[config.mk]
export PLATFORM = sky130hd
export DESIGN_NAME = mux_nto1_pipe
export DESIGN_NICKNAME = d
export VERILOG_FILES = /design/src/rtl/mux_nto1_pipe.sv
export SDC_FILE = /design/constraint.sdc
export NUM_CORES = 1
export LEC_CHECK = 0
export ABC_AREA = 1
export BUFFER_PORTS_ARGS = -buffer_cell sky130_fd_sc_hd__buf_2
export CORE_ASPECT_RATIO = 0.9
export CORE_UTILIZATION = 48
export DETAILED_ROUTE_END_ITERATION = 16
export MAX_ROUTING_LAYER = met4
export PLACE_DENSITY_LB_ADDON = 0.25
export SLEW_MARGIN = 20
export SYNTH_ARGS = -nofsm -noshare
export SYNTH_HDL_FRONTEND = slang
export SYNTH_SLANG_ARGS = --single-unit
export TNS_END_PERCENT = 100
[constraint.sdc]
create_clock -name CLK -period 2.2 [get_ports CLK]
set_clock_uncertainty 0.2 [all_clocks]
set_input_delay 0.11 -clock CLK [delete_from_list [all_inputs] [get_ports CLK]]
set_output_delay 0.11 -clock CLK [all_outputs]
set_load 0.03 [all_outputs]
[src/rtl/mux_nto1_pipe.sv]
// Pipelined N-to-1 multiplexer: a binary tree of registered 2:1 ranks, with valid
// and channel tag carried alongside the data. Select is direct (Sel) or auto-scan.
module mux_nto1_pipe #(
   parameter int WIDTH = 8,
   parameter int NCH   = 7,
   parameter int SELW  = 3
) (
   input  logic                  CLK,
   input  logic                  RST,
   input  logic [NCH*WIDTH-1:0]  In,
   input  logic [SELW-1:0]       Sel,
   input  logic                  Mode,
   input  logic                  InValid,
   output logic [WIDTH-1:0]      Z,
   output logic                  ZValid,
   output logic [SELW-1:0]       ZTag,
   output logic [SELW-1:0]       ScanPtr
);

   localparam int NLEAF = 1 << SELW;
   localparam logic [SELW-1:0] LAST = SELW'(NCH - 1);

   // Heap numbering: node n has children 2n and 2n+1; leaves sit at NLEAF..2*NLEAF-1.
   logic [WIDTH-1:0] leaf     [NLEAF];
   logic [WIDTH-1:0] full     [2:2*NLEAF-1];
   logic [WIDTH-1:0] node     [1:NLEAF-1];
   logic [WIDTH-1:0] node_nxt [1:NLEAF-1];
   logic [SELW-1:0]  sel_q    [SELW];
   logic [SELW-1:0]  s_in     [SELW];
   logic             v_q      [SELW];
   logic             v_in     [SELW];
   logic [SELW-1:0]  eff_sel;
   logic [SELW-1:0]  clamp_sel;

   // The clamped select doubles as the tag, so ZTag never shows an out-of-range value.
   always_comb begin
      eff_sel   = Mode ? ScanPtr : Sel;
      clamp_sel = (eff_sel > LAST) ? LAST : eff_sel;
   end

   always_comb begin
      for (int k = 0; k < NLEAF; k++) begin
         leaf[k] = In[((k < NCH) ? k : NCH - 1) * WIDTH +: WIDTH];
      end
   end

   always_comb begin
      for (int n = 2; n < NLEAF; n++) begin
         full[n] = node[n];
      end
      for (int n = NLEAF; n < 2 * NLEAF; n++) begin
         full[n] = leaf[n - NLEAF];
      end
   end

   always_comb begin
      s_in[0] = clamp_sel;
      v_in[0] = InValid;
      for (int i = 1; i < SELW; i++) begin
         s_in[i] = sel_q[i-1];
         v_in[i] = v_q[i-1];
      end
   end

   // Level i covers nodes NLEAF>>(i+1) .. (NLEAF>>i)-1 and is steered by bit i of its own sample.
   always_comb begin
      for (int n = 1; n < NLEAF; n++) begin
         node_nxt[n] = '0;
      end
      for (int i = 0; i < SELW; i++) begin
         for (int n = NLEAF >> (i + 1); n < (NLEAF >> i); n++) begin
            node_nxt[n] = s_in[i][i] ? full[2*n+1] : full[2*n];
         end
      end
   end

   always_ff @(posedge CLK or posedge RST) begin
      if (RST) begin
         for (int n = 1; n < NLEAF; n++) begin
            node[n] <= '0;
         end
         for (int i = 0; i < SELW; i++) begin
            v_q[i]   <= 1'b0;
            sel_q[i] <= '0;
         end
      end else begin
         for (int i = 0; i < SELW; i++) begin
            v_q[i] <= v_in[i];
            if (v_in[i]) begin
               sel_q[i] <= s_in[i];
               for (int n = NLEAF >> (i + 1); n < (NLEAF >> i); n++) begin
                  node[n] <= node_nxt[n];
               end
            end
         end
      end
   end

   always_ff @(posedge CLK or posedge RST) begin
      if (RST) begin
         ScanPtr <= '0;
      end else if (!Mode) begin
         ScanPtr <= '0;
      end else if (InValid) begin
         ScanPtr <= (ScanPtr == LAST) ? '0 : ScanPtr + 1'b1;
      end
   end

   assign Z      = node[1];
   assign ZValid = v_q[SELW-1];
   assign ZTag   = sel_q[SELW-1];

endmodule
==> reports/qor.txt <==
outcome -> finished clean
Flop pwr share -> 44.2%
Worst Setup End Kind -> register
row count -> 28
fin crit share -> 97.0%
core box area -> 6660 um^2
total track usage -> 26.6%
post-layout worst setup margin -> 0.0666 ns
Slew headroom -> 54.9%
clk_lat worst skew -> 0.35 ns
reg2reg end -> full[86]
Reg2Reg Depth -> 6
HPWL after DPL -> 4.89 mm
Place WS -> 0.497 ns
Psw -> 0.000987 W
vias in the first global route -> 3172
Initial Utilization -> 50.3%
Synth Cell Area -> 3350 um^2
leading cell types in the layout, fill and taps excluded -> 155 x nand2_1, 77 x buf_2, 70 x dfrtp_1
final hold vios -> 0
clock share of power -> 37.4%
initial drt markers -> 229
die span in x -> 90.0 um
Crit path largest cell delay -> 0.56 ns
Residual DRC -> 0
CP Launch Point -> Mode
Leakage -> 2.49 nW
Post-DRT Antenna Nets -> 0
root cell of the clock tree -> clkbuf_8
CP most frequent cell -> dlygate4sd3_1
post-layout minimum cycle time -> 2.13 ns
Placer Congestion -> 0.800
pwr/cell area -> 775 nW/um^2
Hold Crit Depth -> 3
Synth Net Count -> 494
antenna violations before repair -> 0
Fill cells -> 530
CTS tree -> built
RSZ-0062 raised after global routing -> no
share of post-route cells with drive strength above 1 -> 18.3%
Int Pwr -> 0.00262 W
startpoint types -> input pin
Vias per Instance -> 4.91
overall die area -> 7310 um^2
worst min path class -> input pin to register
syn_area_per_cell -> 7.76 um^2
Ports -> 78
total power -> 0.00361 W
Initial DRT Pass Iterations -> 4
area grow syn2layout -> 39.1%
largest net degree at the start of global routing -> 72
Worst EP arrival -> 2.22 ns
vias -> 3231
FF-to-FF Start -> ScanPtr[0]
area of the multi-input gates -> 1220 um^2
commonest non-fill, non-tap cell in the layout -> nand2_1
Yosys cell types -> 22
synthesis-stage register bit count -> 71
Combinational Power Share -> 18.5%
Routed WL -> 8.70 mm
required time worst endpoint -> 2.28 ns
R2R Setup Slk -> 0.46 ns
number of buffers created by CTS -> 9
Finished Layout Cells -> 658
CTS HTree Levels -> 3
FF+latch area -> 1780 um^2
placed instance count -> 580
Setup CP Type -> input pin to register
PortBufs -> 77
grt ovf -> 0
Design Area, Final -> 4650 um^2
Max VDD drop -> 0.000500 V
cell count after synthesis -> 431
Max-Cap Viols -> 0
Tightest Pin Transition -> 0.677 ns
Sink Count -> 71
Worst path slowest cell -> dlygate4sd3_1
Crit path buffers/inverters -> 5
Clock transition at path regs -> 0.07 ns
first-pass GRT wire length -> 14.5 mm
Switching Share -> 27.4%
Worst Setup EP -> s_in[5]
Yosys warning total -> 0
f_max -> 0.469 GHz
wire length per cell -> 13.2 um
Total Nets Final -> 626
Seq/Total Area, Yosys -> 53.1%
Longest Clk Path Bufs -> 2
die height -> 81.2 um
Cell Area, Placed -> 3770 um^2
post-CTS setup buffers -> 0
Max Slew Vio Count -> 0
cell breakdown of the critical path -> dlygate4sd3_1 -> buf_2 -> inv_2 -> nand2_2 -> dlygate4sd3_1 -> a31oi_1 -> dlygate4sd3_1
number of antenna repair diodes -> 0
Levels on crit path -> 7
count of final setup violators -> 0
worst-path maximum fanout -> 6
CP delay by family, top -> buffers and inverters
setup tns final -> 0 ns
-- cell usage after synthesis, drive strengths merged --
library cell,count,area (um^2)
buf,15,92.6
nor3,1,5.00
dfrtp,71,1780
clkbuf,8,30.0
nand3,49,245
nand4,2,12.5
nand2,158,611
nor2,29,109
o21ai,9,56.3
clkinv,3,11.3
a31oi,26,163
inv,56,210
a21oi,3,15.0
xor2,1,8.76
-- power by group through the flow --
stage / registers [W] / clock network [W] / logic (W)
2_1_floorplan: 0.00165 / 0 / 0.000347
3_3_place_gp: 0.00161 / 0 / 0.000558
3_5_place_dp: 0.00162 / 0 / 0.000570
4_1_cts: 0.00159 / 0.00137 / 0.000657
5_1_grt: 0.00162 / 0.00143 / 0.000744
6_report: 0.00159 / 0.00135 / 0.000666
-- cell type report --
type | count | share of cell area (%)
clock buffer | 10 | 2.74
clock inverter | 6 | 2.85
inverter | 59 | 4.76
multi-input combinational | 278 | 26.3
sequential | 71 | 38.2
tap | 90 | 2.42
timing repair buffer | 144 | 22.7
-- how the worst min path moves through the flow --
stage	from	to	slack (ns)
after floorplan	InValid	v_in[1]	-0.06
after global placement	RST	ZTag[0]	0.02
after detailed placement	RST	ZTag[0]	0.02
after CTS	InValid	full[70]	0.01
after global routing	InValid	full[65]	0.06
final	InValid	full[65]	0.04
-- repair_timing --
item	CTS	global route
hold endpoints to repair	108	0
gates resized for setup	0	0
hold buffers	62	0
-- through the flow --
step	utilization [%]	hold slack, ns
global route	69.9	0.0572
floorplan	-	-0.0586
detailed placement	56.7	0.0183
CTS	69.9	0.0138
global placement	56.7	0.0158
finish	69.9	0.0367
-- sequential cells by signal, indices dropped and copies added, names as in the netlist --
signal / cells
ZTag: 3
v_in: 2
s_in: 6
Z: 8
ScanPtr: 3
full: 48
ZValid: 1
-- per-layer routing --
metal	global-route usage, %	vias up	share of wire [%]
met5	-	-	0
met4	10.3	0	1.8
met3	5.99	17	5.8
met2	43.8	132	48
met1	32.5	1473	44
li1	-	1609	-
-- cells by family after synthesis --
family | synth area share [%]
AOI/OAI and AO/OA | 6.99
xor gates and xnor gates | 0.262
buffers and inverters | 10.3
DFF | 53.1
and+or+nand+nor | 29.4
-- tightest hold or removal path, cell delays in order --
cell     delay (ns)
buf_2          0.27
nand2_1        0.12
nand2_1        0.04
(Power assumes the default switching activity.)
